## config.mk

```make
export PLATFORM = sky130hd
export DESIGN_NAME = countdown_timer_ctrl
export DESIGN_NICKNAME = d
export VERILOG_FILES = /design/src/rtl/countdown_timer_ctrl.sv
export SDC_FILE = /design/constraint.sdc
export NUM_CORES = 1
export LEC_CHECK = 0
export CAP_MARGIN = 20
export CORE_MARGIN = 2
export CORE_UTILIZATION = 43
export CTS_CLUSTER_SIZE = 40
export DETAILED_ROUTE_END_ITERATION = 12
export GPL_TIMING_DRIVEN = 0
export SETUP_SLACK_MARGIN = 0.5
export SYNTH_ARGS = -nofsm -noshare
export SYNTH_HDL_FRONTEND = slang
export SYNTH_SLANG_ARGS = --single-unit
```

## constraint.sdc

```tcl
create_clock -name CLK -period 3.2 [get_ports CLK]
set_input_delay 0.64 -clock CLK [delete_from_list [all_inputs] [get_ports CLK]]
set_output_delay 0.64 -clock CLK [all_outputs]
set_load 0.005 [all_outputs]
```

## src/rtl/countdown_timer_ctrl.sv

```systemverilog
// Countdown timer control: 1 s prescaler, MM:SS set/run/pause/done sequencing.
// Optional macro TIMER_ALARM_TIMEOUT_EN: DONE auto-returns to IDLE after ALARM_SECS ticks.
module countdown_timer_ctrl #(
    parameter int unsigned TICK_DIV   = 100000000,
    parameter int unsigned MAX_MIN    = 99,
    parameter int unsigned ALARM_SECS = 10
) (
    input  logic       CLK,
    input  logic       RST,
    input  logic       START_P,
    input  logic       CLEAR_P,
    input  logic       MIN_P,
    input  logic       SEC_P,
    output logic [6:0] MINUTES,
    output logic [5:0] SECONDS,
    output logic       RUNNING,
    output logic       PAUSED,
    output logic       ALARM
);

    localparam int unsigned   PW         = $clog2(TICK_DIV);
    localparam logic [PW-1:0] PRESC_LAST = PW'(TICK_DIV - 1);
    localparam logic [6:0]    MIN_LAST   = 7'(MAX_MIN);

    if (TICK_DIV < 2 || MAX_MIN > 127 || ALARM_SECS < 1) begin : g_bad_config
        $error("countdown_timer_ctrl: invalid TICK_DIV/MAX_MIN/ALARM_SECS");
    end

    typedef enum logic [1:0] {IDLE, RUN, PAUSE, DONE} state_t;

    state_t        state, state_nxt;
    logic [6:0]    min_nxt;
    logic [5:0]    sec_nxt;
    logic [PW-1:0] presc, presc_nxt;
    logic          tick;
    logic          running_nxt, paused_nxt, alarm_nxt;

`ifdef TIMER_ALARM_TIMEOUT_EN
    localparam int unsigned   AW         = $clog2(ALARM_SECS + 1);
    localparam logic [AW-1:0] ALARM_LAST = AW'(ALARM_SECS - 1);
    logic [AW-1:0] acnt, acnt_nxt;
`endif

    // The prescaler is held at 0 outside counting states, so a match implies a live tick.
    assign tick = (presc == PRESC_LAST);

    always_ff @(posedge CLK) begin
        if (RST) begin
            state   <= IDLE;
            MINUTES <= '0;
            SECONDS <= '0;
            presc   <= '0;
            RUNNING <= 1'b0;
            PAUSED  <= 1'b0;
            ALARM   <= 1'b0;
`ifdef TIMER_ALARM_TIMEOUT_EN
            acnt    <= '0;
`endif
        end else begin
            state   <= state_nxt;
            MINUTES <= min_nxt;
            SECONDS <= sec_nxt;
            presc   <= presc_nxt;
            RUNNING <= running_nxt;
            PAUSED  <= paused_nxt;
            ALARM   <= alarm_nxt;
`ifdef TIMER_ALARM_TIMEOUT_EN
            acnt    <= acnt_nxt;
`endif
        end
    end

    always_comb begin
        state_nxt = state;
        min_nxt   = MINUTES;
        sec_nxt   = SECONDS;
        presc_nxt = '0;
`ifdef TIMER_ALARM_TIMEOUT_EN
        acnt_nxt  = '0;
`endif
        unique case (state)
            IDLE: begin
                if (CLEAR_P) begin
                    min_nxt = '0;
                    sec_nxt = '0;
                end else if (START_P && ({MINUTES, SECONDS} != '0)) begin
                    state_nxt = RUN;
                end else begin
                    if (MIN_P) min_nxt = (MINUTES == MIN_LAST) ? '0 : MINUTES + 7'd1;
                    if (SEC_P) sec_nxt = (SECONDS == 6'd59) ? '0 : SECONDS + 6'd1;
                end
            end
            RUN: begin
                if (CLEAR_P) begin
                    state_nxt = IDLE;
                    min_nxt   = '0;
                    sec_nxt   = '0;
                end else if (START_P) begin
                    state_nxt = PAUSE;
                end else if (tick) begin
                    if (SECONDS != '0) begin
                        sec_nxt = SECONDS - 6'd1;
                        if (MINUTES == '0 && SECONDS == 6'd1) state_nxt = DONE;
                    end else begin
                        min_nxt = MINUTES - 7'd1;
                        sec_nxt = 6'd59;
                    end
                end else begin
                    presc_nxt = presc + 1'b1;
                end
            end
            PAUSE: begin
                if (CLEAR_P) begin
                    state_nxt = IDLE;
                    min_nxt   = '0;
                    sec_nxt   = '0;
                end else if (START_P) begin
                    state_nxt = RUN;
                end
            end
            DONE: begin
                min_nxt = '0;
                sec_nxt = '0;
                if (START_P || CLEAR_P) begin
                    state_nxt = IDLE;
`ifdef TIMER_ALARM_TIMEOUT_EN
                end else if (tick) begin
                    if (acnt == ALARM_LAST) state_nxt = IDLE;
                    else acnt_nxt = acnt + 1'b1;
                end else begin
                    presc_nxt = presc + 1'b1;
                    acnt_nxt  = acnt;
`endif
                end
            end
            default: state_nxt = IDLE;
        endcase
    end

    always_comb begin
        running_nxt = (state_nxt == RUN);
        paused_nxt  = (state_nxt == PAUSE);
        alarm_nxt   = (state_nxt == DONE);
    end

endmodule

```

# Word level (Yosys, flattened, before mapping)
# Cells that the tools add are included.
# Widths: inputs -> output; s select.
# word_totals
latch_bits	0
ramBits	0
inputBits	6
regBits	45
out_inout_bits	16
rom_bits	0
mem_count	0
# classes
n_div	0
n_reduce_logical	10
eq_ne	17
magnitude_cmp	0
mul	0
bitwise_logic	1
muxes	31
add_sub_neg	5
n_shift	0
# ops
cell	count
$mux 7	9
$mux 6	9
$pmux 7 s4	1
$add 27x1->27 const B	1
$eq 27x27->1 const B	1
$pmux 6 s4	1
$mux 2	10
$ne 3x3->1 const B	6
$reduce_bool 13->1	1
$eq 2x2->1 const B	4
$pmux 2 s4	1
$add 7x1->7 const B	1
$eq 7x7->1 const B	1
$logic_not 7->1	1
$sub 7x1->7 const B	1
$add 6x1->6 const B	1
$eq 6x1->1 const B	1
$eq 6x6->1 const B	1
$reduce_and 6->1	1
$reduce_bool 6->1	1
$sub 6x1->6 const B	1
$reduce_and 5->1	1
$reduce_or 5->1	1
$eq 2x1->1 const B	2
other kinds (5)	6

# Logic depth before layout (Yosys ltp)
# Gate-level depths: netlist (run 1).
# logic_depth
word_depth	9
mapped_depth	9
depth_no_buf	8

# Worst setup path after synthesis (run 1)
# OpenSTA, ideal clock, no wires.
# synth_timing
kind	register -> register
startpoint	reg presc[10]
endpoint	reg MINUTES[2]
path_slack_ns	0.584
stages_incl_launch_ff	8
arrival_time_ns	2.498
required_time_ns	3.083
period_less_slack_ns	2.616
path_cell_list	dfxtp_1 or4b_1 or4_4 or4_4 a21boi_4 buf_6 nand2_1 a32o_1
# synth_via
elab_chain_len	3
# synth_rtl
item	line_no	rtl
start, declared	34	logic [PW-1:0] presc, presc_nxt;
start signal, assigned	63	presc <= presc_nxt;
$eq 27x27->1	45	assign tick = (presc == PRESC_LAST);
$ne 3x3->1 (no line)	n/a	
$reduce_and 6->1 (no line)	n/a	
end signal, assigned	61	MINUTES <= min_nxt;
end, declared	14	output logic [6:0] MINUTES,
# Every way passes these cells.
# A chain may end at the register's enable or synchronous reset.

# Final worst setup path (run 1)
# Ends and elaborated chain as after synthesis.

==> flow_summary.json, run 1 <==
{
  "crit_chain": "or4b_1 > or4_4 > or4_4 > a21boi_4 > buf_6 > nand2_2 > a32o_1",
  "ys_async_sr_fraction": 0,
  "fin_nets": 358,
  "worstHoldPathType": "flop to flop",
  "total_leakage_power_nw": 0.9902,
  "worstPathRequired_ps": 3400,
  "drive_gt1_frac": 0.1383,
  "drv_slew": 0,
  "crit_type": "flop to flop",
  "fill_cells": 560,
  "rsz0062_at_grt": "yes",
  "post-dp-hpwl_um": 4046,
  "avgViaCountPerCell": 5.484,
  "track_usage": 0.1897,
  "fin_crit_sh": 0.8289,
  "syn2layout_area_growth_pct": 21.24,
  "drtAntennaViolNets": 0,
  "cp-start-kind": "flop",
  "netlist_instances": 309,
  "synth_top_family_by_area": "simple AND/OR/NAND/NOR gates",
  "finalHoldViolCount": 0,
  "critical_path.slowest_cell": "or4b_1",
  "ios": 22,
  "die_width_um": 80.21,
  "yosys-top-cells-area": "dfxtp_1 (36%), nor2_1 (6.9%), xnor2_1 (5.3%)",
  "initial_utilization": 0.4480,
  "cts_buffers": 5,
  "ys.flop_type": "dfxtp_1",
  "route.detailed.drc": 0,
  "core-area_um2": 5574,
  "cp-end-kind": "flop",
  "crit_top_cell": "or4_4",
  "wire_per_inst_um": 14.19,
  "synthMuxAreaShare": 0.01653,
  "startpoint": "presc[10]",
  "antenna_found_initial": 0,
  "r2r-start": "presc[10]",
  "peakVddDrop_uv": 255.2,
  "synth_seq_cells": 45,
  "cts_tree": "built",
  "power_w": 0.001242,
  "finalSetupViolCount": 0,
  "clk_pin_slew_ps": 90,
  "r2r.worst_path.cells": 7,
  "post-route-util": 0.5432,
  "clockRootBuffer": "clkbuf_8",
  "vias": 2298,
  "synth_nets": 321,
  "diodes": 0,
  "fin_crit_ps": 2653,
  "skew_ps": 6.591,
  "grt_first_pass_wirelength_um": 9832,
  "maxCapViolations": 0,
  "rr_endpoint": "MINUTES[2]",
  "status": "completed",
  "synth.avg_cell_area_um2": 8.082,
  "cp.arrival_ps": 2850,
  "ys_seq_area_frac": 0.3607,
  "worst_pin_slew_ps": 921.6,
  "hold_buffers": 0,
  "relSlewSlack": 0.3799,
  "syn-cell-area_um2": 2497,
  "die_h_um": 80.21,
  "synth-xor-area-share": 0.09469,
  "ys.warnings.count": 0,
  "synth-edff-count": 0,
  "dr.first_iter.drc_count": 134,
  "yosysTopAreaCell": "dfxtp_1",
  "grt_overflow": 0,
  "first_pass_iters": 6,
  "r2r_setup_slack_ps": 550,
  "die-area_um2": 6434,
  "synth-simple-area-share": 0.2971,
  "synthAdderAreaFrac": 0.03006,
  "critPathMaxStageDelay_ps": 510,
  "clock-sinks": 45,
  "grt_pass1_vias": 2044,
  "grt_max_degree": 15,
  "netlist.area_leader.share": 0.3607,
  "holdCritStartpoint": "presc[0]",
  "gp_congestion": 0.8732,
  "routed_wl_um": 5947,
  "synth_compound_area_frac": 0.1618,
  "crit_fanout": 5,
  "critPathCapture": "MINUTES[2]",
  "fmax_ghz": 0.3770,
  "cts_buffer_depth": 2,
  "htreeDepth": 2,
  "rows": 27,
  "clk_latency_ps": 300,
  "synth_cell_types": 53,
  "p_per_area_nw_per_um2": 410.2,
  "portBuffers": 21
}
-- registers in the layout (all words and copies together), names as in the netlist --
signal   flops
state        2
ALARM        1
RUNNING      1
SECONDS      6
PAUSED       1
MINUTES      7
presc       27
-- report_power, final --
part | leakage (nW) | internal, W | total [W] | switching (W)
clock | 0.0549 | 0.000200 | 0.000407 | 0.000207
combinational | 0.568 | 0.000109 | 0.000239 | 0.000130
sequential | 0.367 | 0.000572 | 0.000596 | 0.0000238
-- cells in the mapped netlist, drive strengths merged (8+ instances only) --
| cell type | count |
|---|---|
| nand2 | 25 |
| nor2 | 46 |
| xnor2 | 15 |
| nor3 | 11 |
| xor2 | 12 |
| dfxtp | 45 |
| a21oi | 19 |
| o21ai | 9 |
| or3 | 8 |
| nand3 | 16 |
| inv | 12 |
| clkbuf | 10 |
-- per-layer routing --
metal,GRT usage,vias up,share of wire
met4,0.06102,0,0.010
met1,0.2600,1042,0.48
met3,0.03371,9,0.047
met5,0,-,0
li1,-,1179,-
met2,0.3008,68,0.46
-- how the worst min path moves through the flow --
| stage | depth (start not counted) | slack, ps | endpoint |
|---|---|---|---|
| 3_3_place_gp | 1 | 430 | presc[0] |
| 6_report | 1 | 420 | presc[0] |
| 2_1_floorplan | 1 | 420 | presc[0] |
| 3_5_place_dp | 1 | 440 | presc[0] |
| 4_1_cts | 1 | 460 | presc[0] |
| 5_1_grt | 1 | 460 | presc[0] |
-- kinds of logic after synthesis --
kind of cell / count (synthesis)
simple gates: 146
buf+inv: 24
compound gates: 57
mux: 4
flops: 45
fa+ha+maj: 6
xor+xnor: 27
-- placed cells by master (no fill, tap or decap), types with 2 or more instances in the layout --
| master | count |
|---|---|
| or2_2 | 2 |
| a31oi_1 | 5 |
| nand3_1 | 16 |
| o21ai_0 | 9 |
| xor2_1 | 12 |
| and4_1 | 2 |
| and3_1 | 6 |
| or4b_1 | 2 |
| or3_1 | 8 |
| dfxtp_1 | 39 |
| clkbuf_8 | 7 |
| mux2i_1 | 3 |
| dfxtp_2 | 4 |
| o31ai_1 | 2 |
| buf_4 | 9 |
| clkbuf_1 | 7 |
| clkdlybuf4s50_1 | 21 |
| nand2_2 | 2 |
| xnor2_1 | 15 |
| nor2_1 | 45 |
| nor3_1 | 10 |
| o221a_2 | 3 |
| a21oi_1 | 19 |
| inv_1 | 12 |
| nand2b_1 | 5 |
| a311oi_2 | 2 |
| ha_1 | 5 |
| nor2b_1 | 2 |
| nand4_1 | 7 |
| o211ai_1 | 3 |
| nor4_1 | 4 |
| or4_4 | 3 |
| nand2_1 | 23 |
| clkbuf_2 | 3 |
| dfxtp_4 | 2 |
-- layout make-up --
cell class | instances | area, µm² | share of cell area
sequential | 45 | 913.4 | 0.3017
clock inverter | 1 | 8.758 | 0.002893
timing repair buffer | 30 | 277.8 | 0.09174
clock buffer | 7 | 96.34 | 0.03182
tap | 72 | 90.09 | 0.02975
buffer | 12 | 56.30 | 0.01860
inverter | 12 | 45.04 | 0.01488
multi-input combinational | 240 | 1540 | 0.5087
-- per-stage QoR --
| stage | instance area [µm²] | worst slack [ps] | hold WS [ps] | cells | TNS (ps) |
|---|---|---|---|---|---|
| finish | 3028 | 547.5 | 421.0 | 419 | 0 |
| global route | 3028 | 464.8 | 461.8 | 419 | 0 |
| CTS | 2949 | 529.9 | 455.2 | 413 | 0 |
| detailed placement | 2798 | -136.5 | 436.4 | 402 | -2477 |
| global placement | 2798 | -197.4 | 431.8 | 402 | -3528 |
| floorplan | 2497 | 584.3 | 417.5 | 309 | 0 |
-- worst max-delay path: cells and delay by family (launching register included) --
family,cells,cell delay [ps]
AOI/OAI and AO/OA,2,460
buffers and inverters,1,150
DFF,1,370
and+or+nand+nor,4,1580
-- repair_timing --
| action | CTS | global route |
|---|---|---|
| buffers inserted | 2 | 6 |
| resized for setup | 10 | 11 |
| pin swaps | 1 | 5 |
| endpoints found under the setup margin | 32 | 17 |
| gates cloned | 1 | 0 |
Note: power is estimated with default switching activity, not from simulation.
==> run 2, diff against run 1 <==
==> constraint.sdc (replaced) <==
create_clock -name CLK -period 2.6 [get_ports CLK]
set_input_delay 0.52 -clock CLK [delete_from_list [all_inputs] [get_ports CLK]]
set_output_delay 0.52 -clock CLK [all_outputs]
set_load 0.005 [all_outputs]
==> flow_summary.json, run 2 (same netlist as run 1, synthesis figures left out) <==
{
  "crit_type": "flop to flop",
  "critPathMaxStageDelay_ps": 520,
  "drtAntennaViolNets": 0,
  "critical_path.slowest_cell": "or4b_1",
  "ios": 22,
  "maxCapViolations": 0,
  "final_cell_mix": "nor2_1 (45), dfxtp_1 (38), nand2_1 (23)",
  "clk_latency_ps": 310,
  "dr.first_iter.drc_count": 127,
  "skew_ps": 11.32,
  "cts_buffer_depth": 2,
  "antenna_found_initial": 0,
  "status": "completed",
  "gp_congestion": 0.9071,
  "fin_cells": 428,
  "cp.arrival_ps": 2770,
  "diodes": 0,
  "vias": 2370,
  "htreeDepth": 2,
  "rsz0062_at_grt": "yes",
  "clockRootBuffer": "clkbuf_8",
  "peakVddDrop_uv": 245.7,
  "cts_tree": "built",
  "cp-start-kind": "flop",
  "fmax_ghz": 0.3909,
  "netSwitchingPower_w": 0.0004612,
  "die_h_um": 80.21,
  "grt_overflow": 0,
  "fill_cells": 507,
  "multiInputGateArea_um2": 1614,
  "drv_slew": 0,
  "total_leakage_power_nw": 1.058,
  "worst_pin_slew_ps": 695.1,
  "crit_chain": "or4b_1 > or4_4 > or4_4 > a21boi_4 > buf_6 > nand2_2 > a32o_1",
  "crit_buf_inv": 1,
  "clock-sinks": 45,
  "fin_crit_sh": 0.9840,
  "finalSetupViolCount": 0,
  "p_per_area_nw_per_um2": 478.7,
  "portBuffers": 21,
  "worstPathRequired_ps": 2810,
  "power_frac_seq": 0.476,
  "grt_max_degree": 15,
  "relSlewSlack": 0.5366,
  "hold_buffers": 0,
  "largest_register_ffs": 27,
  "post_dp_cell_area_um2": 2836,
  "place_inst": 402,
  "critPathTopFamily": "simple AND/OR/NAND/NOR gates",
  "crit_top_cell": "or4_4",
  "internal_power_w": 0.001078,
  "post-dp-hpwl_um": 4066,
  "fin_nets": 367,
  "worstHoldPathType": "flop to flop",
  "grt_first_pass_wirelength_um": 10220,
  "track_usage": 0.2000,
  "finalHoldViolCount": 0,
  "crit_fanout": 5,
  "swShare": 0.2997,
  "reg_top3": "presc (27), MINUTES (7), SECONDS (6)",
  "clk_pin_slew_ps": 100,
  "wire_per_inst_um": 14.57,
  "grt_pass1_vias": 2153,
  "cts_buffers": 5,
  "place_ws_ps": -447.8,
  "die_width_um": 80.21,
  "route.detailed.drc": 0,
  "cp-end-kind": "flop",
  "avgViaCountPerCell": 5.537,
  "final_common_cell": "nor2_1",
  "fin_crit_ps": 2559,
  "initial_utilization": 0.4480,
  "routed_wl_um": 6236,
  "setup_slack_ps": 41.47,
  "syn2layout_area_growth_pct": 28.71,
  "fin_area_um2": 3214,
  "rows": 27,
  "p_comb_frac": 0.216,
  "drive_gt1_frac": 0.1994,
  "hold_ws_ps": 423.2,
  "core-area_um2": 5574,
  "p_clk_frac": 0.308,
  "seqCellArea_um2": 914.6,
  "die-area_um2": 6434,
  "first_pass_iters": 4,
  "regMostFlops": "presc"
}
[run 2: cell count changes in the layout (fill, tap and decap cells not counted), sizes merged]
cell and delta:
clkinv +2, inv -1, buf +9, clkbuf -1
[run 2: power by group through the flow]
stage	Combinational [W]	Sequential, W	Clock [W]
final	0.000333	0.000733	0.000473
after floorplan	0.000174	0.000744	0
after global routing	0.000361	0.000735	0.000523
after global placement	0.000260	0.000748	0
after CTS	0.000313	0.000731	0.000488
after detailed placement	0.000260	0.000748	0
[run 2: cell type report]
class                           count  area share
Multi-Input combinational cell    240      0.5021
Clock inverter                      2    0.004282
Buffer                             12     0.02569
Inverter                           12     0.01401
Timing Repair Buffer               39      0.1156
Sequential cell                    45      0.2845
Clock buffer                        6     0.02569
Tap cell                           72     0.02803
[run 2: final timing paths]
check | slack (ps) | to | from | cells after the start
max | 40 | MINUTES[2] | presc[10] | 7
min | 420 | presc[0] | presc[0] | 1
max reg2reg | 40 | MINUTES[2] | presc[10] | 7
min reg2reg | 420 | presc[0] | presc[0] | 1
[run 2: timing repair]
| item | CTS | global route |
|---|---|---|
| gates resized for setup | 25 | 11 |
| cloned | 1 | 0 |
| endpoints found under the setup margin | 44 | 44 |
| hold endpoints to repair | 0 | 0 |
| pin swaps | 7 | 3 |
| setup buffers | 16 | 1 |
[run 2: through the flow]
| step | power, W | utilization | TNS (ps) |
|---|---|---|---|
| 6_report | 0.001539 | 0.5767 | 0 |
| 5_1_grt | 0.001619 | 0.5767 | -123.9 |
| 4_1_cts | 0.001532 | 0.5688 | 0 |
| 3_5_place_dp | 0.001008 | 0.5089 | -12430 |
| 3_3_place_gp | 0.001008 | 0.5089 | -15260 |
| 2_1_floorplan | 0.0009184 | - | 0 |
[run 2: worst register-to-register path: cells and delay by family, from the launching register on]
family / cells / cell delay (ps)
AOI/OAI and AO/OA: 2 / 440
and+or+nand+nor: 4 / 1520
buffers and inverters: 1 / 160
DFF: 1 / 350
[run 2: per-layer routing]
metal  vias up  global-route usage  routed length (µm)
li1       1194                   -                   -
met1      1095              0.2427                2832
met2        66              0.3375                2964
met3        15             0.04270                 310
met4         0             0.08983                 129
met5         -                   0                   0
==> RTL change 1, RTL diff (config.mk and constraints of run 2) <==
The parameter `TICK_DIV` goes from 100000000 to 400000000.
--- a/src/rtl/countdown_timer_ctrl.sv
+++ b/src/rtl/countdown_timer_ctrl.sv
@@ -1,7 +1,7 @@
 // Countdown timer control: 1 s prescaler, MM:SS set/run/pause/done sequencing.
 // Optional macro TIMER_ALARM_TIMEOUT_EN: DONE auto-returns to IDLE after ALARM_SECS ticks.
 module countdown_timer_ctrl #(
-    parameter int unsigned TICK_DIV   = 100000000,
+    parameter int unsigned TICK_DIV   = 400000000,
     parameter int unsigned MAX_MIN    = 99,
     parameter int unsigned ALARM_SECS = 10
 ) (
Formal check against the unedited RTL: no difference found for any inputs over 10 cycles, from zero or initial values and one cycle with RST high; that may be too few to reach the edited logic, so the function may still have changed.
==> RTL change 1 against run 2 <==
  * Cell count is 6.5% higher
  * Sequential cell count is 2 higher
  * Synthesized cell count is 11% higher
  * Non-clock buffer count is 2 lower
  * Clock skew is 0.95 ps lower
  * Die area is 13% higher
  * Wire length is 9.0% higher
  * Clock power is 0.8% lower
  * Setup slack better by 490 ps
  * Design area is 4.6% higher
  * Total power is 1.8% lower
  * Synthesized area is 14% higher
==> RTL change 1: results <==
export IMPL_vias_per_cell=5.67
export IMPL_antenna_cells=0
export IMPL_fin_skew_ps=10.4
export IMPL_finalCriticalPeriod_ps=2060
export IMPL_placed_cell_area_mm2=0.00314
export IMPL_synth_xor_area_share_pct=7.71
export IMPL_p_clk_uw=469
export IMPL_grt_usage_pct=19.6
export IMPL_m1WireLength_mm=3.62
export IMPL_crit_start="MINUTES[0]$_SDFFE_PP0P_"
export IMPL_pre_cts_ws_ps=-219
export IMPL_drive_gt1_share_pct=14.8
export IMPL_ctsResizeCount=8
export IMPL_synth_compound_area_share_pct=17.6
export IMPL_hold_slack_ps=468
export IMPL_drt_wl_total_mm=6.80
export IMPL_p_sw_uw=448
export IMPL_worst_ep_arrival_time_ps=2260
export IMPL_reg_top3="presc x29, MINUTES x7, SECONDS x6"
export IMPL_post_synth_fa_ha_maj_area_fraction_pct=2.64
export IMPL_syn_nets=356
export IMPL_highest_layer="met4"
export IMPL_r2r_cells=9
export IMPL_avgSynthCellArea_um2=8.25
export IMPL_synthMuxAreaShare_pct=1.50
export IMPL_drt_iter0_drc=203
export IMPL_stdcell_count=456
export IMPL_path_max_fanout=9
export IMPL_fillers=607
export IMPL_synth_seq_area_share_pct=33.1
export IMPL_yosysUniqueCellTypes=72
export IMPL_grt_pass1_wl_mm=11.6
export IMPL_grt_max_degree=16
export IMPL_gp_congestion=0.867
export IMPL_dp_cells=441
export IMPL_io_buffers=20
export IMPL_hold_depth=1
export IMPL_fin_nets=390
export IMPL_dp_hpwl_mm=4.69
export IMPL_synth_commonest_cells="47 x dfxtp_1, 45 x nor2_1, 27 x nand2_1"
export IMPL_r2r_slack_ps=540
export IMPL_power_leakage_uw=0.00116
export IMPL_comb_cell_power_uw=296
export IMPL_total_power_uw=1510
export IMPL_post_cts_setup_buffer_count=1
export IMPL_status="finished clean"
export IMPL_grt_use_met2_pct=27.3
export IMPL_grt_pass1_vias=2413
export IMPL_tightest_slew_ps=524
export IMPL_antenna_found_initial=0
export IMPL_met3_usage_pct=3.99
export IMPL_wl_met3_um=293
export IMPL_grt_met1_usage_pct=29.9
export IMPL_max_vdd_ir_drop_mv=0.232
==> RTL change 1: cell count changes after synthesis, sizes merged, moves of 5 or more <==
cell / run 2 / this run
xnor2: 15 / 6
xor2: 12 / 19
o21ai: 9 / 14
nand3: 16 / 24
buf: 2 / 12
a21oi: 19 / 11
==> RTL change 1: area by class of cell <==
cell class | count | area, µm² | share of cell area, %
Multi-Input combinational cell | 266 | 1820 | 54.0
Sequential cell | 47 | 948 | 28.2
Timing Repair Buffer | 27 | 246 | 7.33
Buffer | 22 | 130 | 3.87
Tap cell | 77 | 96.3 | 2.87
Clock buffer | 6 | 72.6 | 2.16
Inverter | 9 | 33.8 | 1.01
Clock inverter | 2 | 17.5 | 0.521
==> RTL change 1: worst max-delay path, stage by stage (launching register included) <==
cell,delay [ps]
dfxtp_4,370
inv_1,90
ha_4,150
nor3b_4,180
nand4_1,160
o31a_1,340
o21ba_1,230
buf_6,140
o21ai_1,70
a32o_1,210
==> RTL change 2, RTL diff (config.mk and constraints of run 2) <==
Made on the original files. Put one more register stage on the output `ALARM`, cleared by the reset. The value now appears one clock later. The other outputs are not delayed to match.
--- a/src/rtl/countdown_timer_ctrl.sv
+++ b/src/rtl/countdown_timer_ctrl.sv
@@ -21,6 +21,8 @@
     localparam int unsigned   PW         = $clog2(TICK_DIV);
     localparam logic [PW-1:0] PRESC_LAST = PW'(TICK_DIV - 1);
     localparam logic [6:0]    MIN_LAST   = 7'(MAX_MIN);
+
+    logic ALARM_s0;
 
     if (TICK_DIV < 2 || MAX_MIN > 127 || ALARM_SECS < 1) begin : g_bad_config
         $error("countdown_timer_ctrl: invalid TICK_DIV/MAX_MIN/ALARM_SECS");
@@ -52,7 +54,7 @@
             presc   <= '0;
             RUNNING <= 1'b0;
             PAUSED  <= 1'b0;
-            ALARM   <= 1'b0;
+            ALARM_s0 <= 1'b0;
 `ifdef TIMER_ALARM_TIMEOUT_EN
             acnt    <= '0;
 `endif
@@ -63,7 +65,7 @@
             presc   <= presc_nxt;
             RUNNING <= running_nxt;
             PAUSED  <= paused_nxt;
-            ALARM   <= alarm_nxt;
+            ALARM_s0 <= alarm_nxt;
 `ifdef TIMER_ALARM_TIMEOUT_EN
             acnt    <= acnt_nxt;
 `endif
@@ -143,5 +145,13 @@
         alarm_nxt   = (state_nxt == DONE);
     end
 
+    always_ff @(posedge CLK) begin
+        if (RST) begin
+            ALARM <= '0;
+        end else begin
+            ALARM <= ALARM_s0;
+        end
+    end
+
 endmodule
 
Formal check against the unedited RTL: same outputs for any inputs over 10 cycles, from zero or initial values and one cycle with RST high; that may be too few to reach the edited logic, so the function may still have changed.
==> RTL change 2 against run 2 <==
  * Global-route usage increased by 1.3 points
  * First-iteration DRC count increased by 59%
  * Sequential cell count increased by 1
  * Via count increased by 13%
  * Combinational power increased by 31%
  * Design area increased by 9.7%
  * Wire length increased by 15%
  * Total power increased by 11%
  * Synthesized area increased by 7.6%
  * Worst hold slack improved by 20 ps
  * Setup slack improved by 410 ps
==> RTL change 2: results <==
export IMPL_status="finished clean"
export IMPL_grt_pass1_vias=2524
export IMPL_drt_iter0_drc=202
export IMPL_crit_start="SECONDS[5]$_SDFFE_PP0P_"
export IMPL_placed_cell_area_mm2=0.00301
export IMPL_vias=2671
export IMPL_reg2reg_to="MINUTES[3]$_SDFFE_PP0P_"
export IMPL_r2r_start="SECONDS[5]$_SDFFE_PP0P_"
export IMPL_grt_use_met2_pct=30.4
export IMPL_max_vdd_ir_drop_mv=0.253
export IMPL_holdPathEnd="ALARM$_SDFF_PP0_"
export IMPL_fin_skew_ps=2.64
export IMPL_vias_per_cell=5.87
export IMPL_met3_usage_pct=4.27
export IMPL_finalCoreUtilization_pct=58.9
export IMPL_post_drt_wl_per_cell_um=15.8
export IMPL_fin_nets=391
export IMPL_post_synth_fa_ha_maj_area_fraction_pct=2.79
export IMPL_grt_met1_usage_pct=31.3
export IMPL_dp_hpwl_mm=4.70
export IMPL_postSynthCellCount=328
export IMPL_dp_cells=424
export IMPL_fin_crit_sh_pct=82.6
export IMPL_ctsResizeCount=37
export IMPL_synth_compound_area_share_pct=16.7
export IMPL_power_leakage_uw=0.00120
export IMPL_synth_commonest_cells="46 x dfxtp_1, 36 x nor2_1, 22 x nand2_1"
export IMPL_worstHoldStart="ALARM_s0$_SDFF_PP0_"
export IMPL_synth_xor_area_share_pct=8.80
export IMPL_synth_seq_area_share_pct=34.3
[RTL change 2: per-layer routing]
layer	part of all wire [%]	wire length [µm]
met1	50	3590
met2	42	3020
met3	5.7	413
met4	2.4	174
met5	0	0
[RTL change 2: area by class of cell]
| type | instances | area (µm²) |
|---|---|---|
| Tap cell | 75 | 93.8 |
| Fill cell | 550 | 2460 |
| Inverter | 17 | 68.8 |
| Buffer | 13 | 80.1 |
| Clock buffer | 6 | 72.6 |
| Clock inverter | 2 | 37.5 |
| Timing Repair Buffer | 44 | 389 |
| Sequential cell | 46 | 941 |
| Multi-Input combinational cell | 252 | 1840 |
[RTL change 2: kinds of logic after synthesis]
group	Yosys count
AOI/OAI and AO/OA	59
xor gates and xnor gates	27
adders and majority gates	6
buffers and inverters	30
DFF	46
muxes	2
and+or+nand+nor	158
[RTL change 2: where the power goes]
part	internal, µW	switching (µW)	leakage, µW	total (µW)
Sequential	717	19.5	0.000376	736
Clock	287	248	0.0000514	535
Combinational	218	219	0.000777	436
Total	1220	486	0.00120	1710
